$ cat src/rtl/haar_window_feeder.sv
`default_nettype none
// ============================================================================
// Module   : haar_window_feeder
// Brief    : Avalon-MM master that loads one Haar window into the classifier
//            slave and polls it for the classification result.
// Revision : 1.0 - initial release
// ============================================================================
module haar_window_feeder #(
    parameter int         WINDOW_SIZE      = 21,
    parameter int         POLL_DELAY       = 3,
    parameter int         POLL_TIMEOUT     = 4095,
    parameter int         FLAG_READY_BIT   = 31,
    parameter int         FLAG_RESULT_BIT  = 30,
    parameter int         FLAG_NEW_COL_BIT = 0,
    parameter logic [3:0] FLAGS_ADDR       = 4'h0,
    parameter logic [3:0] VAR_ADDR         = 4'h1,
    parameter logic [3:0] II_ADDR          = 4'h2
) (
    input  logic        clk_i,
    input  logic        rst_i,
    input  logic        cmd_valid_i,
    output logic        cmd_ready_o,
    input  logic [31:0] cmd_base_addr_i,
    input  logic        cmd_new_col_i,
    input  logic [31:0] cmd_var_factor_i,
    output logic [31:0] mem_address_o,
    output logic        mem_read_o,
    input  logic [31:0] mem_readdata_i,
    input  logic        mem_waitrequest_i,
    input  logic        mem_readdatavalid_i,
    output logic [3:0]  avm_address_o,
    output logic [31:0] avm_writedata_o,
    output logic        avm_write_o,
    output logic        avm_read_o,
    input  logic [31:0] avm_readdata_i,
    input  logic        avm_waitrequest_i,
    output logic        done_o,
    output logic        result_o,
    output logic        error_o,
    output logic        busy_o
);

    localparam int c_WORDS_FULL = WINDOW_SIZE * WINDOW_SIZE;
    localparam int c_IDX_W      = $clog2(c_WORDS_FULL + 1);
    localparam int c_DLY_W      = $clog2(POLL_DELAY + 2);
    localparam int c_POLL_W     = $clog2(POLL_TIMEOUT + 1);

    typedef enum logic [3:0] {
        S_IDLE, S_WR_VAR, S_WR_FLAGS, S_RD_REQ, S_RD_WAIT,
        S_WR_II, S_POLL_DLY, S_POLL_RD, S_DONE
    } state_t;

    state_t              r_state;
    logic [c_IDX_W-1:0]  r_idx;
    logic [c_IDX_W-1:0]  r_words;
    logic [c_DLY_W-1:0]  r_dly_cnt;
    logic [c_POLL_W-1:0] r_poll_cnt;
    logic [31:0]         r_base;
    logic                r_new_col;

    logic [c_IDX_W-1:0]  w_idx_next;
    logic [c_POLL_W-1:0] w_poll_next;
    logic                w_unused_readdata;

    assign w_idx_next        = r_idx + 1'b1;
    assign w_poll_next       = r_poll_cnt + 1'b1;
    assign w_unused_readdata = ^avm_readdata_i;

    always_ff @(posedge clk_i or negedge rst_i) begin
        if (!rst_i) begin
            r_state         <= S_IDLE;
            r_idx           <= '0;
            r_words         <= '0;
            r_dly_cnt       <= '0;
            r_poll_cnt      <= '0;
            r_base          <= '0;
            r_new_col       <= 1'b0;
            cmd_ready_o     <= 1'b1;
            mem_address_o   <= '0;
            mem_read_o      <= 1'b0;
            avm_address_o   <= '0;
            avm_writedata_o <= '0;
            avm_write_o     <= 1'b0;
            avm_read_o      <= 1'b0;
            done_o          <= 1'b0;
            result_o        <= 1'b0;
            error_o         <= 1'b0;
            busy_o          <= 1'b0;
        end else begin
            done_o <= 1'b0;
            case (r_state)
                S_IDLE: begin
                    if (cmd_valid_i) begin
                        r_base          <= cmd_base_addr_i;
                        r_new_col       <= cmd_new_col_i;
                        r_words         <= cmd_new_col_i ? c_IDX_W'(c_WORDS_FULL)
                                                         : c_IDX_W'(WINDOW_SIZE);
                        r_idx           <= '0;
                        result_o        <= 1'b0;
                        error_o         <= 1'b0;
                        cmd_ready_o     <= 1'b0;
                        busy_o          <= 1'b1;
                        avm_address_o   <= VAR_ADDR;
                        avm_writedata_o <= cmd_var_factor_i;
                        avm_write_o     <= 1'b1;
                        r_state         <= S_WR_VAR;
                    end
                end
                S_WR_VAR: begin
                    if (!avm_waitrequest_i) begin
                        avm_address_o   <= FLAGS_ADDR;
                        avm_writedata_o <= 32'(r_new_col) << FLAG_NEW_COL_BIT;
                        r_state         <= S_WR_FLAGS;
                    end
                end
                S_WR_FLAGS: begin
                    if (!avm_waitrequest_i) begin
                        avm_write_o   <= 1'b0;
                        mem_read_o    <= 1'b1;
                        mem_address_o <= r_base;
                        r_state       <= S_RD_REQ;
                    end
                end
                S_RD_REQ: begin
                    if (!mem_waitrequest_i) begin
                        mem_read_o <= 1'b0;
                        r_state    <= S_RD_WAIT;
                    end
                end
                S_RD_WAIT: begin
                    if (mem_readdatavalid_i) begin
                        avm_address_o   <= II_ADDR;
                        avm_writedata_o <= mem_readdata_i;
                        avm_write_o     <= 1'b1;
                        r_state         <= S_WR_II;
                    end
                end
                S_WR_II: begin
                    if (!avm_waitrequest_i) begin
                        avm_write_o <= 1'b0;
                        r_idx       <= w_idx_next;
                        if (w_idx_next == r_words) begin
                            r_dly_cnt <= '0;
                            r_state   <= S_POLL_DLY;
                        end else begin
                            // Address advances by one word and wraps modulo 2^32
                            mem_read_o    <= 1'b1;
                            mem_address_o <= mem_address_o + 32'd4;
                            r_state       <= S_RD_REQ;
                        end
                    end
                end
                S_POLL_DLY: begin
                    // Gives the slave time to drop READY before the first poll
                    if (int'(r_dly_cnt) + 1 >= POLL_DELAY) begin
                        avm_address_o <= FLAGS_ADDR;
                        avm_read_o    <= 1'b1;
                        r_poll_cnt    <= '0;
                        r_state       <= S_POLL_RD;
                    end else begin
                        r_dly_cnt <= r_dly_cnt + 1'b1;
                    end
                end
                S_POLL_RD: begin
                    if (!avm_waitrequest_i) begin
                        if (avm_readdata_i[FLAG_READY_BIT]) begin
                            result_o   <= avm_readdata_i[FLAG_RESULT_BIT];
                            error_o    <= 1'b0;
                            avm_read_o <= 1'b0;
                            done_o     <= 1'b1;
                            r_state    <= S_DONE;
                        end else if (int'(w_poll_next) >= POLL_TIMEOUT) begin
                            result_o   <= 1'b0;
                            error_o    <= 1'b1;
                            avm_read_o <= 1'b0;
                            done_o     <= 1'b1;
                            r_state    <= S_DONE;
                        end else begin
                            r_poll_cnt <= w_poll_next;
                        end
                    end
                end
                S_DONE: begin
                    busy_o      <= 1'b0;
                    cmd_ready_o <= 1'b1;
                    r_state     <= S_IDLE;
                end
                default: begin
                    r_state <= S_IDLE;
                end
            endcase
        end
    end

endmodule
`default_nettype wire

$ cat config.mk
export PLATFORM = sky130hd
export DESIGN_NAME = haar_window_feeder
export DESIGN_NICKNAME = d
export VERILOG_FILES = /design/src/rtl/haar_window_feeder.sv
export SDC_FILE = /design/constraint.sdc
export NUM_CORES = 1
export LEC_CHECK = 0
export CAP_MARGIN = 20
export CORE_MARGIN = 10
export CORE_UTILIZATION = 30
export CTS_CLUSTER_DIAMETER = 60
export DETAILED_ROUTE_END_ITERATION = 8
export PLACE_DENSITY = 0.52
export SLEW_MARGIN = 0
export SYNTH_ARGS = -nofsm -noshare
export SYNTH_HDL_FRONTEND = slang
export SYNTH_SLANG_ARGS = --single-unit
$ cat constraint.sdc
create_clock -name clk_i -period 2.8 [get_ports clk_i]
set_input_delay 0.56 -clock clk_i [delete_from_list [all_inputs] [get_ports clk_i]]
set_output_delay 0.56 -clock clk_i [all_outputs]
set_load 0.01 [all_outputs]
==> results.toml, run 1 <==
[floorplanning]
ios = 211
coreArea_um2 = 23600
initial_utilization_pct = 30.6
num_rows = 56
die-width_um = 175
die_h_um = 175
die_area_um2 = 30700

[yosys]
yosysSeqAreaShare_pct = 47.4
synthFlopType = "dfrtp_1"
avgSynthCellArea_um2 = 9.48
yosysUniqueCellTypes = 74
synth_edf_count = 0
netlist_instances = 763
netlist_area_um2 = 7230
synthArstFlopShare_pct = 100
ys_warn_count = 0
synth_seq_cells = 137

[cts]
cts_tree = "yes"
cts_num_sinks = 137
clockBufferDepth = 2
root_buffer = "clkbuf_16"
cts_buffers = 17
cts_resized = 0
htreeDepth = 4
post_cts_buffers = 0
path_clk_slew_ns = 0.07
clk_latency_ns = 0.43
cts_hold_buf = 0

[critical_path]
cp_cell_sequence = "ha_1 -> nand3_4 -> o21a_1 -> or4_4 -> or2_1 -> o32a_1 -> o221ai_1"
start_kind = "register"
cp.required_ns = 3.13
cp_max_fo = 12
slowest_stage = "or4_4"
worstSetupPathType = "reg -> reg"
cp-startpoint = "r_idx[1]"
slowest_delay_ns = 0.52
rr_startpoint = "r_idx[1]"
end_kind = "register"
worstPathArrival_ns = 2.91

[sta]
max_freq_mhz = 388
tns_ns = 0
setup_viol = 0
grt_setup_unrepaired = "no"
fin_crit_sh_pct = 92.0
drv_slew = 0
worst_slack_ns = 0.223
fin_crit_ns = 2.58
finalHoldViolations = 0
relSlewSlack_pct = 59.5
worst-slew-pin-transition_ns = 0.602
fin_skew_ns = 0.00758

[detailed_routing]
drtIter0Drc = 423
postRouteAntennaNets = 0
top_layer_used = "met5"
wl_met1_um = 10600
vias_per_cell = 5.17
vias = 6618
drt_first_pass_iters = 5
wl_met2_um = 10900
route.met3.wl_um = 1800
routed_wl_um = 23500
wl_per_cell_um = 18.3
drcViolationCount = 0

[power]
peakVddDrop_mv = 0.430
power_density_nw_per_um2 = 1080
leakage_nw = 4.08

[placed_design]
numPortBuffers = 178
dp_cells = 1248
dpl.hpwl_um = 17000
finalWeightedCongestion = 0.832
post-place-ws_ns = 0.197

[final_layout]
instances_no_fill = 1280
mostFrequentLayoutCells = "clkdlybuf4s50_1 (177), dfrtp_1 (136), a21oi_1 (73), nor2_1 (59), nand2_1 (54)"
final_util_pct = 43.1
area.growth.synth_to_final_pct = 40.6
nNetsFinal = 1088
drive_gt1_share_pct = 13.8
diodes = 0
layout_commonest_cell = "clkdlybuf4s50_1"

[grt]
grt_max_degree = 65
grt_usage_pct = 15.2
first_global_vias = 6655
grt_pass1_wl_um = 37600
gr-total-overflow = 0
antenna_found_initial = 1

[run_status]
status = "finished, final reports clean"

[flow_run]
cap_violations = 0

[hold_path]
hp-class = "in -> async"
[final timing paths]
check	end	slack [ns]	depth (start not counted)
worst max-delay path	mem_address_o[30]	0.22	7
worst min-delay path	r_base[2]	0.11	1
worst max register to register	mem_address_o[30]	0.22	7
worst min register to register	mem_address_o[0]	0.47	2
max in group asynchronous	r_idx[8]	2.00	2
min in group clk_i	mem_address_o[0]	0.47	2
[cells by family after synthesis]
logic type | count (synthesis) | synth area share [%]
xor gates and xnor gates | 10 | 1.21
buffers and inverters | 78 | 4.53
DFF | 137 | 47.4
muxes | 41 | 6.33
AOI/OAI and AO/OA | 253 | 22.8
adders and majority gates | 5 | 0.865
and+or+nand+nor | 238 | 16.8
other | 1 | 0.0519
[worst max-delay path: cells and delay by family, from the launching register on]
kind            cells  cell delay [ns]
simple gates        3             1.12
compound gates      3             0.69
fa+ha+maj           1             0.28
flops               1             0.38
[cells in the mapped netlist (all sizes together), types with 5 or more instances]
library cell    n  area share (%)
inv            17            0.88
nand2b          7            0.61
nand4          16             1.4
a22oi          32             3.3
buf            17             1.4
a31oi           9            0.78
o211ai         10             1.0
nand2          54             2.8
o22ai           8            0.69
o21ai          48             3.3
mux2           38             5.9
or3             8            0.69
nand3          23             1.8
ha              5            0.87
a211oi         13             1.4
nor2           60             3.1
a2bb2oi         6            0.73
a41oi           7            0.85
clkbuf         44             2.3
dfrtp         136              47
nor4           15             1.3
o31ai           5            0.52
a21oi          74             5.2
nor3           18             1.4
xnor2           8            0.97
and3           10            0.87
o41ai           5            0.61
[sequential cells by signal (all words and copies together) (netlist names)]
signal	cells
mem_read_o	1
error_o	1
done_o	1
result_o	1
r_state	4
r_poll_cnt	12
avm_read_o	1
r_idx	9
r_base	32
avm_address_o	2
cmd_ready_o	1
avm_writedata_o	32
r_words	3
r_dly_cnt	3
busy_o	1
mem_address_o	32
avm_write_o	1
[cell type report]
cell class,instances,area [µm²]
clock buffer,17,425
clock inverter,15,166
fill,2369,13400
inverter,17,63.8
multi-input combinational,549,3520
sequential,137,3430
tap,319,399
timing repair buffer,226,2170
[per-stage QoR]
stage / cell area, µm² / hold slack (ns) / total power, W
6_report: 10200 / 0.108 / 0.0109
4_1_cts: 10200 / 0.130 / 0.0111
3_5_place_dp: 9580 / 0.465 / 0.00872
5_1_grt: 10200 / 0.140 / 0.0118
2_1_floorplan: 7230 / 0.264 / 0.00632
3_3_place_gp: 9580 / 0.454 / 0.00869
[routing by layer]
layer | vias to the layer above | GRT usage, %
li1 | 3219 | -
met1 | 3200 | 19.4
met2 | 179 | 23.9
met3 | 18 | 5.90
met4 | 2 | 3.25
met5 | - | 0
[where the power goes]
part / switching, W / internal [W] / total, W
Sequential: 0.000775 / 0.00285 / 0.00362
Clock: 0.000967 / 0.00133 / 0.00230
Combinational: 0.00253 / 0.00250 / 0.00503
Total: 0.00427 / 0.00667 / 0.0109
No activity file was read; power rests on OpenSTA's default activity.
==> run 2, diff against run 1 <==
==> constraint.sdc (replaced) <==
create_clock -name clk_i -period 3 [get_ports clk_i]
set_input_delay 0.6 -clock clk_i [delete_from_list [all_inputs] [get_ports clk_i]]
set_output_delay 0.6 -clock clk_i [all_outputs]
set_load 0.01 [all_outputs]
==> run 2 against run 1 <==
First-iteration DRC count shrank 2.8%. Clock-buffer cell count grew 5. Flip-flop and latch count unchanged. Setup slack improved by 0.13 ns. Sequential share of layout area increased by 0.25 points. Clock skew is 0.0040 ns higher. Sequential power is 6.4% lower. Register-to-register slack improved by 0.13 ns. Combinational power shrank 8.5%. Critical endpoint unchanged.
==> results.toml, run 2 (same netlist as run 1, synthesis figures left out) <==
[cts]
clk_latency_ns = 0.43
cts_num_sinks = 137
htreeDepth = 4
path_clk_slew_ns = 0.06
cts_tree = "yes"
cts_resized = 0
clockBufferDepth = 2
cts_hold_buf = 0
post_cts_buffers = 0
cts_buffers = 17
root_buffer = "clkbuf_16"

[power]
pwr-share-comb_pct = 45.1
p_sw_share_pct = 37.9
peakVddDrop_mv = 0.355
p_seq_share_pct = 33.2
p_clk_share_pct = 21.7
power_density_nw_per_um2 = 1010
leakage_nw = 4.03
p_sw_w = 0.00386
internal-power_w = 0.00634

[grt]
antenna_found_initial = 1
grt_max_degree = 65
grt_pass1_wl_um = 37300
gr-total-overflow = 0
grt_usage_pct = 15.1
first_global_vias = 6603

[final_layout]
mostFrequentLayoutCells = "clkdlybuf4s50_1 (177), dfrtp_1 (136), a21oi_1 (73), nor2_1 (59), nand2_1 (54)"
drive_gt1_share_pct = 12.3
nNetsFinal = 1076
final_util_pct = 42.7
area.growth.synth_to_final_pct = 39.6
layout_commonest_cell = "clkdlybuf4s50_1"
multiInputGateArea_um2 = 3520
ff_latch_area_um2 = 3430
fin_area_um2 = 10100
fill_cells = 2311
diodes = 0
largestRegisters = "avm_writedata_o (32), mem_address_o (32), r_base (32)"
instances_no_fill = 1268

[sta]
tns_ns = 0
finalHoldViolations = 0
setup_viol = 0
fin_crit_sh_pct = 88.2
max_freq_mhz = 378
whs_ns = 0.165
fin_crit_ns = 2.64
worst-slew-pin-transition_ns = 0.634
fin_skew_ns = 0.0116
drv_slew = 0
relSlewSlack_pct = 57.1
grt_setup_unrepaired = "no"

[floorplanning]
die_area_um2 = 30700
coreArea_um2 = 23600
initial_utilization_pct = 30.6
ios = 211
die-width_um = 175
die_h_um = 175
num_rows = 56

[detailed_routing]
drtIter0Drc = 411
drt_first_pass_iters = 5
vias = 6587
wl_per_cell_um = 18.4
routed_wl_um = 23300
postRouteAntennaNets = 0
drcViolationCount = 0
vias_per_cell = 5.19

[critical_path]
cp_max_fo = 15
cp-startpoint = "r_idx[0]"
end_kind = "register"
worstSetupPathType = "reg -> reg"
worstPathArrival_ns = 2.92
rr_startpoint = "r_idx[0]"
cp.required_ns = 3.27
start_kind = "register"

[placed_design]
finalWeightedCongestion = 0.791
dpl.hpwl_um = 16700
place_area_um2 = 9490
dp_cells = 1236
numPortBuffers = 178

[flow_run]
cap_violations = 0

[hold_path]
hp-class = "in -> async"

[run_status]
status = "finished, final reports clean"
## run 2: cell types whose count changed in the layout (fill, tap and decap cells not counted), sizes merged
cell and change:
buf -12, bufinv +2, clkbuf +5, clkinv -2
clkinvlp -1, inv -4
## run 2: path summary, 6_finish.rpt
kind | end | slack [ns] | cells past startpoint
worst min register to register | mem_address_o[1] | 0.47 | 2
worst max register to register | mem_address_o[30] | 0.36 | 7
min in group clk_i | mem_address_o[1] | 0.47 | 2
max in group asynchronous | avm_writedata_o[19] | 2.01 | 2
worst max-delay path | mem_address_o[30] | 0.36 | 7
worst min-delay path | r_base[27] | 0.17 | 1
## run 2: power by group through the flow
| stage | registers [W] | clock network (W) | logic [W] |
|---|---|---|---|
| after global placement | 0.00340 | 0 | 0.00464 |
| final | 0.00339 | 0.00221 | 0.00460 |
| after global routing | 0.00351 | 0.00236 | 0.00509 |
| after floorplan | 0.00339 | 0 | 0.00250 |
| after CTS | 0.00339 | 0.00226 | 0.00468 |
| after detailed placement | 0.00340 | 0 | 0.00466 |
## run 2: layout make-up
class | instances | area share [%]
clock buffer | 22 | 4.50
clock inverter | 10 | 1.51
multi-input combinational | 549 | 34.8
tap | 319 | 3.95
sequential | 137 | 34.0
timing repair buffer | 214 | 20.6
inverter | 17 | 0.632
## run 2: metrics by stage
step,total power (W),worst slack (ns)
after floorplan,0.00589,0.609
after global placement,0.00804,0.336
after detailed placement,0.00806,0.300
after CTS,0.0103,0.337
after global routing,0.0110,0.196
final,0.0102,0.355
## run 2: critical path, cell delays in order (launching register included)
cell      delay, ns
dfrtp_1        0.44
ha_1           0.30
nand3_4        0.14
o21a_1         0.21
or4_4          0.52
nor3_4         0.28
a21o_2         0.41
o221ai_1       0.19
## run 2: per-layer routing
metal | share of wire, % | GRT usage [%] | vias to the layer above
li1 | - | - | 3197
met1 | 45 | 19.1 | 3179
met2 | 46 | 23.6 | 183
met3 | 7.7 | 5.77 | 26
met4 | 1.3 | 3.99 | 2
met5 | 0.047 | 0 | -
